## config.mk

```make
export PLATFORM = sky130hd
export DESIGN_NAME = inst_encoder_flat
export DESIGN_NICKNAME = d
export VERILOG_FILES = /design/src/rtl/inst_encoder_if.sv /design/src/rtl/inst_encoder.sv /design/src/flat_wrapper.sv
export SDC_FILE = /design/constraint.sdc
export NUM_CORES = 1
export LEC_CHECK = 0
export CAP_MARGIN = 10
export CORE_ASPECT_RATIO = 0.6
export CORE_MARGIN = 1.5
export CORE_UTILIZATION = 42
export DETAILED_ROUTE_END_ITERATION = 8
export GPL_ROUTABILITY_DRIVEN = 1
export PLACE_DENSITY = 0.79
export SLEW_MARGIN = 25
export SYNTH_ARGS = -nofsm -noshare
export SYNTH_HDL_FRONTEND = slang
export SYNTH_SLANG_ARGS = --single-unit
export TNS_END_PERCENT = 30
```

## constraint.sdc

```tcl
create_clock -name clk -period 1.9 [get_ports clk]
set_input_delay 0.38 -clock clk [delete_from_list [all_inputs] [get_ports clk]]
set_output_delay 0.38 -clock clk [all_outputs]
set_load 0.01 [all_outputs]
```

## src/rtl/inst_encoder_if.sv

```systemverilog
//==============================================================================
// Module      : inst_encoder_if
// Description : Request/response bundle between the program loader and the
//               RV64I instruction encoder.
// Revision    : 1.0 - initial release
//==============================================================================
`default_nettype none

interface inst_encoder_if #(
    parameter int CNT_W = 16
);
    logic             InValid;
    logic             InReady;
    logic [6:0]       Opcode;
    logic [4:0]       Rd;
    logic [4:0]       Rs1;
    logic [4:0]       Rs2;
    logic [2:0]       Funct3;
    logic [6:0]       Funct7;
    logic [63:0]      Imm;
    logic             OutValid;
    logic             OutReady;
    logic [31:0]      Out;
    logic             ImmErr;
    logic             OpErr;
    logic [CNT_W-1:0] ErrCnt;

    modport master (
        output InValid, Opcode, Rd, Rs1, Rs2, Funct3, Funct7, Imm, OutReady,
        input  InReady, OutValid, Out, ImmErr, OpErr, ErrCnt
    );

    modport slave (
        input  InValid, Opcode, Rd, Rs1, Rs2, Funct3, Funct7, Imm, OutReady,
        output InReady, OutValid, Out, ImmErr, OpErr, ErrCnt
    );
endinterface

`default_nettype wire

```

## src/rtl/inst_encoder.sv

```systemverilog
//==============================================================================
// Module      : inst_encoder
// Description : Packs RV64I fields plus a decoder-convention immediate into a
//               32-bit instruction word, buffered in a 2-entry output FIFO with
//               per-word error flags and a saturating error counter.
//               Optional macro INST_ENC_UTYPE_EN enables LUI/AUIPC encoding.
//               DEPTH supports the value 2 only.
// Revision    : 1.0 - initial release
//==============================================================================
`default_nettype none

module inst_encoder #(
    parameter int DEPTH = 2,
    parameter int CNT_W = 16
) (
    input  wire logic          clk,
    input  wire logic          rst_n,
    inst_encoder_if.slave      bus
);

    localparam int          c_AW       = 1;
    localparam logic [31:0] c_NOP      = 32'h0000_0013;
    localparam logic [6:0]  c_OP_LOAD  = 7'b0000011;
    localparam logic [6:0]  c_OP_JALR  = 7'b1100111;
    localparam logic [6:0]  c_OP_IMM   = 7'b0010011;
    localparam logic [6:0]  c_OP_STORE = 7'b0100011;
    localparam logic [6:0]  c_OP_BR    = 7'b1100011;
    localparam logic [6:0]  c_OP_JAL   = 7'b1101111;
    localparam logic [6:0]  c_OP_REG   = 7'b0110011;
    localparam logic [6:0]  c_OP_REG32 = 7'b0111011;
`ifdef INST_ENC_UTYPE_EN
    localparam logic [6:0]  c_OP_LUI   = 7'b0110111;
    localparam logic [6:0]  c_OP_AUIPC = 7'b0010111;
`endif

    // Entry layout: {word[31:0], imm_err, op_err}
    typedef logic [33:0] entry_t;

    entry_t           mem_q [DEPTH];
    entry_t           mem_d [DEPTH];
    logic [c_AW:0]    wr_ptr_q, wr_ptr_d;
    logic [c_AW:0]    rd_ptr_q, rd_ptr_d;
    logic             in_ready_q, in_ready_d;
    logic [CNT_W-1:0] err_cnt_q, err_cnt_d;

    logic [31:0]      w_word;
    logic             w_imm_err;
    logic             w_op_err;
    logic             w_fit12;
    logic             w_fit20;
    logic             w_empty;
    logic             w_push;
    logic             w_pop;
    entry_t           w_head;

    // An immediate fits N signed bits when every bit above N-1 matches the sign.
    assign w_fit12 = (&bus.Imm[63:11]) | ~(|bus.Imm[63:11]);
    assign w_fit20 = (&bus.Imm[63:19]) | ~(|bus.Imm[63:19]);

    always_comb begin
        w_word    = c_NOP;
        w_imm_err = 1'b0;
        w_op_err  = 1'b0;
        case (bus.Opcode)
            c_OP_LOAD, c_OP_JALR, c_OP_IMM: begin
                w_word    = {bus.Imm[11:0], bus.Rs1, bus.Funct3, bus.Rd, bus.Opcode};
                w_imm_err = ~w_fit12;
            end
            c_OP_STORE: begin
                w_word    = {bus.Imm[11:5], bus.Rs2, bus.Rs1, bus.Funct3,
                             bus.Imm[4:0], bus.Opcode};
                w_imm_err = ~w_fit12;
            end
            c_OP_BR: begin
                w_word    = {bus.Imm[11], bus.Imm[9:4], bus.Rs2, bus.Rs1, bus.Funct3,
                             bus.Imm[3:0], bus.Imm[10], bus.Opcode};
                w_imm_err = ~w_fit12;
            end
            c_OP_JAL: begin
                w_word    = {bus.Imm[19], bus.Imm[9:0], bus.Imm[10], bus.Imm[18:11],
                             bus.Rd, bus.Opcode};
                w_imm_err = ~w_fit20;
            end
            c_OP_REG, c_OP_REG32: begin
                w_word = {bus.Funct7, bus.Rs2, bus.Rs1, bus.Funct3, bus.Rd, bus.Opcode};
            end
`ifdef INST_ENC_UTYPE_EN
            c_OP_LUI, c_OP_AUIPC: begin
                w_word    = {bus.Imm[19:0], bus.Rd, bus.Opcode};
                w_imm_err = ~w_fit20;
            end
`endif
            default: begin
                w_word   = c_NOP;
                w_op_err = 1'b1;
            end
        endcase
    end

    // Full and empty are told apart by the wrap bit above the 1-bit address.
    assign w_empty = (wr_ptr_q == rd_ptr_q);
    assign w_push  = bus.InValid & in_ready_q;
    assign w_pop   = ~w_empty & bus.OutReady;
    assign w_head  = mem_q[rd_ptr_q[c_AW-1:0]];

    always_comb begin
        mem_d     = mem_q;
        wr_ptr_d  = wr_ptr_q;
        rd_ptr_d  = rd_ptr_q;
        err_cnt_d = err_cnt_q;
        if (w_push) begin
            mem_d[wr_ptr_q[c_AW-1:0]] = {w_word, w_imm_err, w_op_err};
            wr_ptr_d                  = wr_ptr_q + (c_AW+1)'(1);
            if ((w_imm_err | w_op_err) && (err_cnt_q != {CNT_W{1'b1}})) begin
                err_cnt_d = err_cnt_q + CNT_W'(1);
            end
        end
        if (w_pop) begin
            rd_ptr_d = rd_ptr_q + (c_AW+1)'(1);
        end
        in_ready_d = ~((wr_ptr_d[c_AW] != rd_ptr_d[c_AW]) &&
                       (wr_ptr_d[c_AW-1:0] == rd_ptr_d[c_AW-1:0]));
    end

    always_ff @(posedge clk) begin
        if (!rst_n) begin
            for (int i = 0; i < DEPTH; i++) begin
                mem_q[i] <= '0;
            end
            wr_ptr_q   <= '0;
            rd_ptr_q   <= '0;
            in_ready_q <= 1'b1;
            err_cnt_q  <= '0;
        end else begin
            mem_q      <= mem_d;
            wr_ptr_q   <= wr_ptr_d;
            rd_ptr_q   <= rd_ptr_d;
            in_ready_q <= in_ready_d;
            err_cnt_q  <= err_cnt_d;
        end
    end

    assign bus.InReady  = in_ready_q;
    assign bus.OutValid = ~w_empty;
    assign bus.Out      = w_empty ? 32'h0 : w_head[33:2];
    assign bus.ImmErr   = ~w_empty & w_head[1];
    assign bus.OpErr    = ~w_empty & w_head[0];
    assign bus.ErrCnt   = err_cnt_q;

endmodule

`default_nettype wire

```

## src/flat_wrapper.sv

```systemverilog
// flat-port wrapper written by rule: the top's interface ports become plain ports
module inst_encoder_flat 
#(
    parameter int DEPTH = 2,
    parameter int CNT_W = 16
)
  (clk, rst_n, bus_InValid, bus_Opcode, bus_Rd, bus_Rs1, bus_Rs2, bus_Funct3, bus_Funct7, bus_Imm, bus_OutReady, bus_InReady, bus_OutValid, bus_Out, bus_ImmErr, bus_OpErr, bus_ErrCnt);
  inst_encoder_if #(.CNT_W(CNT_W)) bus_i ();
  input  wire logic clk;
  input  wire logic rst_n;
  input wire logic [$bits(bus_i.InValid)-1:0] bus_InValid;
  input wire logic [$bits(bus_i.Opcode)-1:0] bus_Opcode;
  input wire logic [$bits(bus_i.Rd)-1:0] bus_Rd;
  input wire logic [$bits(bus_i.Rs1)-1:0] bus_Rs1;
  input wire logic [$bits(bus_i.Rs2)-1:0] bus_Rs2;
  input wire logic [$bits(bus_i.Funct3)-1:0] bus_Funct3;
  input wire logic [$bits(bus_i.Funct7)-1:0] bus_Funct7;
  input wire logic [$bits(bus_i.Imm)-1:0] bus_Imm;
  input wire logic [$bits(bus_i.OutReady)-1:0] bus_OutReady;
  output wire logic [$bits(bus_i.InReady)-1:0] bus_InReady;
  output wire logic [$bits(bus_i.OutValid)-1:0] bus_OutValid;
  output wire logic [$bits(bus_i.Out)-1:0] bus_Out;
  output wire logic [$bits(bus_i.ImmErr)-1:0] bus_ImmErr;
  output wire logic [$bits(bus_i.OpErr)-1:0] bus_OpErr;
  output wire logic [$bits(bus_i.ErrCnt)-1:0] bus_ErrCnt;
  assign bus_i.InValid = bus_InValid;
  assign bus_i.Opcode = bus_Opcode;
  assign bus_i.Rd = bus_Rd;
  assign bus_i.Rs1 = bus_Rs1;
  assign bus_i.Rs2 = bus_Rs2;
  assign bus_i.Funct3 = bus_Funct3;
  assign bus_i.Funct7 = bus_Funct7;
  assign bus_i.Imm = bus_Imm;
  assign bus_i.OutReady = bus_OutReady;
  assign bus_InReady = bus_i.InReady;
  assign bus_OutValid = bus_i.OutValid;
  assign bus_Out = bus_i.Out;
  assign bus_ImmErr = bus_i.ImmErr;
  assign bus_OpErr = bus_i.OpErr;
  assign bus_ErrCnt = bus_i.ErrCnt;
  inst_encoder #(.DEPTH(DEPTH), .CNT_W(CNT_W)) u_core (.clk(clk), .rst_n(rst_n), .bus(bus_i));
endmodule
```

# Yosys cells after proc, flatten, opt, wreduce, memory -nomap -nowiden
# Cells that the tools add are included.
[word_totals]
register_bits = 89
input_bits = 100
output_inout_bits = 52
elab_cells = 63
[op_classes]
addsub = 3
order_cmp = 3
eq_ne = 12
muxes = 12
bitwise = 15
reduce_logical = 12
[ops]
columns = ["cell", "n"]
rows = [
  ["$pmux 32 s5", 1],
  ["$mux 34", 4],
  ["$bwmux 68", 1],
  ["$reduce_and 53->1", 1],
  ["$reduce_or 53->1", 1],
  ["$reduce_and 45->1", 1],
  ["$reduce_or 45->1", 1],
  ["$demux 34 s1", 1],
  ["$mux 32", 1],
  ["$eq 7x6->1 const B", 3],
  ["$eq 7x7->1 const B", 3],
  ["$add 16x1->16 const B", 1],
  ["$ne 16x16->1 const B", 1],
  ["$reduce_or 8->1", 1],
  ["$eq 7x2->1 const B", 1],
  ["$eq 7x5->1 const B", 1],
  ["$not 1->1", 6],
  ["$reduce_or 5->1", 1],
  ["$add 2x1->2 const B", 2],
  ["$and 1x1->1", 4],
  ["$ge 2x2->1 const B", 2],
  ["$mux 2", 2],
  ["$not 1->2", 2],
  ["$logic_and 1x1->1", 3],
  ["10 further kinds", 12],
]

# Longest topological paths before layout
# Gate-level depths: netlist of run 1.
[depth]
word_depth = 8
depth_mapped = 9
ltp_nobuf = 7

# Least setup slack after synthesis of run 1
# No wires, ideal clock.
[synth_path]
path_type = "input port to flip-flop"
start = "input port bus_Imm[21]"
end = "register u_core.err_cnt_q[2] (netlist: u_core.bus.ErrCnt[2])"
setup_time_ps = 71
t_arrival_ps = 1869
t_required_ps = 1829
slack_ps = -40
stages = 8
path_buffers = 1
cell_sequence = "nor4_1 nand4_1 or3_4 o211ai_2 a31oi_4 buf_6 a21bo_1 a21oi_1"
[synth_via]
elab_chain_cells = 8
word_cells_on_any_way = 14
cone_classes = "1 x mux; 7 x bitwise; 6 x reduce/logical"
[synth_rtl]
columns = ["element", "line", "rtl"]
rows = [
  ["start, declared", "flat_wrapper.sv:18", "input wire logic [$bits(bus_i.Imm)-1:0] bus_Imm;"],
  ["$reduce_or 53->1 / $reduce_or 45->1 (equally long branches)", "inst_encoder.sv:57, inst_encoder.sv:58", ""],
  ["$not 1->1, on equally long branches", "inst_encoder.sv:57, inst_encoder.sv:58", ""],
  ["$or 1x1->1, on equally long branches", "inst_encoder.sv:57, inst_encoder.sv:58", ""],
  ["$not 1->1, on equally long branches", "-", ""],
  ["$pmux 1 s2 (*)", "inst_encoder.sv:64", "case (bus.Opcode)"],
  ["$or 1x1->1 (*)", "inst_encoder.sv:114", "if ((w_imm_err | w_op_err) && (err_cnt_q != {CNT_W{1'b1}})) begin"],
  ["$logic_and 1x1->1 (*)", "inst_encoder.sv:114", ""],
  ["$reduce_and 2->1 (no line) (*)", "-", ""],
  ["end signal, assigned", "inst_encoder.sv:139", "err_cnt_q <= err_cnt_d;"],
  ["end, declared", "inst_encoder.sv:44", "logic [CNT_W-1:0] err_cnt_q, err_cnt_d;"],
]
# Mark *: on every way between the ends. The rest lies on a longest branch, timed or not.
# A chain may end at the register's enable or synchronous reset.

# Final worst setup path of run 1
[layout_path]
start = "input port bus_Imm[60]"
end = "register u_core.err_cnt_q[14] (netlist: u_core.bus.ErrCnt[14])"
# The elaborated chain is that of the path after synthesis.

==> results of run 1 <==
[timing repair]
| action | 4_1_cts | 5_1_grt |
|---|---|---|
| setup endpoints to repair | 100 | 74 |
| resized for setup | 373 | 80 |
| buffers inserted | 16 | 3 |
| pin swaps | 47 | 38 |
| gates cloned | 5 | 0 |
[final cells by class]
class / count / area, sq um
multi-input combinational: 404 / 3140
fill: 770 / 3120
timing repair buffer: 233 / 2070
sequential: 89 / 1790
clock buffer: 9 / 225
tap: 139 / 174
clock inverter: 7 / 77.6
inverter: 9 / 33.8
[routing by layer]
| layer | GRT usage | vias to the layer above | share of wire |
|---|---|---|---|
| li1 | - | 2414 | - |
| met1 | 0.351 | 2500 | 0.42 |
| met2 | 0.468 | 301 | 0.48 |
| met3 | 0.0531 | 49 | 0.078 |
| met4 | 0.0900 | 0 | 0.028 |
| met5 | 0 | - | 0 |
[power breakdown]
| group | internal (W) | total [W] | switching (W) |
|---|---|---|---|
| clock network | 0.00103 | 0.00181 | 0.000778 |
| logic | 0.00184 | 0.00354 | 0.00170 |
| registers | 0.00213 | 0.00232 | 0.000191 |
[Yosys cell counts, types with 6 or more instances]
library cell / n
mux2i_1: 54
a211oi_1: 58
nand4_1: 24
nand2_1: 18
nor4_1: 15
clkbuf_1: 25
a222oi_1: 12
dfxtp_1: 89
a22oi_1: 8
nor3_1: 6
a21oi_1: 12
nor2_1: 126
nand2b_1: 10
inv_1: 6
nand3_1: 12
[sequential cells by signal, summed over array words and instances (netlist names)]
name / cells
u_core.wr_ptr_q: 2
u_core.rd_ptr_q: 2
u_core.bus.InReady: 1
u_core.mem_q: 68
u_core.bus.ErrCnt: 16
[critical path, stage by stage]
cell and delay, ns:
clkdlybuf4s15_1 0.20, nor3_2 0.18, nand4_1 0.13, or3_4 0.44
o211ai_4 0.23, buf_6 0.15, a31oi_4 0.13, a31o_2 0.29
a21oi_2 0.10
[how the worst max path moves through the flow]
stage,start,to,slack [ns]
detailed placement,bus_Opcode[4],u_core.bus.ErrCnt[5],-0.84
finish,bus_Imm[60],u_core.bus.ErrCnt[14],-0.06
global route,u_core.rd_ptr_q[0],bus_Out[28],-0.11
CTS,u_core.rd_ptr_q[0],bus_Out[30],-0.08
global placement,bus_Imm[51],u_core.bus.ErrCnt[14],-0.75
floorplan,bus_Imm[51],u_core.bus.ErrCnt[2],-0.03
[cell families (layout without fill, tap and decap cells)]
logic type,count (synthesis),after routing
AOI/OAI and AO/OA,105,108
and+or+nand+nor,231,231
adders and majority gates,3,3
xor gates and xnor gates,8,8
DFF,89,89
muxes,54,54
buffers and inverters,49,258
[through the flow]
step | instance area [sq um] | hold WS (ns) | total power (W) | setup TNS (ns) | std cells
floorplan | 4650 | 0.434 | 0.00365 | -0.151 | 539
global placement | 6710 | 0.445 | 0.00496 | -36.50 | 852
detailed placement | 6710 | 0.455 | 0.00505 | -42.59 | 852
CTS | 7320 | 0.471 | 0.00752 | -1.24 | 888
global route | 7510 | 0.501 | 0.00800 | -2.65 | 890
finish | 7510 | 0.468 | 0.00767 | -0.829 | 890
[placed cells by master, fill, tap and decap left out, types with 10 or more instances in the layout]
cell type,count
a211oi_1,56
a222oi_1,12
buf_12,11
buf_2,51
buf_4,59
buf_6,23
clkdlybuf4s50_1,56
dfxtp_1,85
mux2i_1,42
nand2_1,18
nand2b_1,10
nand3_1,11
nand4_1,24
nor2_1,112
nor4_2,11
==> flow_summary.ini, run 1 <==
[outcome]
outcome = finished, violations left
violations = negative setup slack

[floorplanning]
io_pins = 152
fp.dieH_um = 84.2
floorplan.initialDensity = 0.434
dieArea_sq_um = 11600
dieWidth_um = 138
core_sq_um = 10600
rows = 29

[timing]
fin_crit_ns = 1.96
fin_ws_ns = -0.0583
fmax_mhz = 511
rsz0062_at_grt = yes
slew-limit-headroom = 0.603
period_share = 1.03
finalHoldViolCount = 0
finalClockSkew_ns = 0.00658
worst_pin_slew_ns = 0.580
maxSlewViolCount = 0
setup_viol = 29

[pwr]
power.density_nw_per_um2 = 1020
leakagePower_nw = 2.94
vdd_drop_max_v = 0.00107

[run]
cap_violations = 0

[clock_network]
cts_buffers = 9
htree_levels = 3
cts_tree = built
clk_latency_ns = 0.34
root_buffer = clkbuf_16
clockBufferDepth = 2
cts_sinks = 89
clkTransAtPathRegs_ns = 0.07
holdBufCountCts = 0

[global_routing]
antenna_found_initial = 0
grt_max_degree = 47
grt_pass1_vias = 4976
grt-ovfl-total = 0
grt_pass1_wl_mm = 25.4
grtUsageTotal = 0.274

[yosys]
yosys_register_bits = 89
syn_area_sq_um = 4610
synth.area.mux_share = 0.117
synthCells = 539
yosys.area_share.simple = 0.246
synth_top_family_by_area = simple AND/OR/NAND/NOR gates
ys_types = 55
synth_top_flop_cell = dfxtp_1
synthXorXnorAreaFrac = 0.0152
synth_top_area_frac = 0.386
synth-adder-area-share = 0.00814
ys_seq_area_frac = 0.386
postSynthAreaPerCell_sq_um = 8.56
synth-edff-count = 0
ys_async_sr_fraction = 0
synth_compound_area_frac = 0.177
yosysWarningCount = 0
synth_area_leaders = dfxtp_1 39%, mux2i_1 12%, nor2_1 10%, a211oi_1 9.4%, nand4_1 3.3%
yosys.area.top_type = dfxtp_1
syn_nets = 642

[setup_path]
cp_max_fo = 6
reg2reg_depth = 6
crit_type = in2reg
r2r_start = u_core.bus.ErrCnt[7]
start_kind = input port
endpoint_kind = flip-flop
crit_arrival_ns = 2.23
r2r_setup_slack_ns = 0.03
cp.required_ns = 2.17
reg2reg_to = u_core.bus.ErrCnt[14]

[worst_hold_path]
hold_start = u_core.mem_q[3]
whs_endpoint = u_core.mem_q[3]
min_path_type = reg2reg
whs_path_depth = 2

[placement]
hpwl_mm = 11.1
routabilityCongestion = 0.862
place_ws_ns = -0.842
portBuffers = 151

[detailed_routing]
antenna_left = 0
routed_wirelength_mm = 17.3
drc = 0
num_vias = 5264
viasPerCell = 5.91
wire_per_inst_um = 19.4
drt-pass1-iter-count = 7
drt_iter0_drc = 563

[cells_and_area]
fin_nets = 849
syn_to_final_growth_pct = 62.8
layout-drive-gt1-share = 0.356
diodes = 0
utilization = 0.707
Power figures use the tool's default switching activity.
==> run 2: changes to the inputs <==
Settings changed: ABC_CLOCK_PERIOD_IN_PS set to 1900.
==> results of run 2 <==
Same layout as run 1: the final DEF is identical, and so are final timing and power.
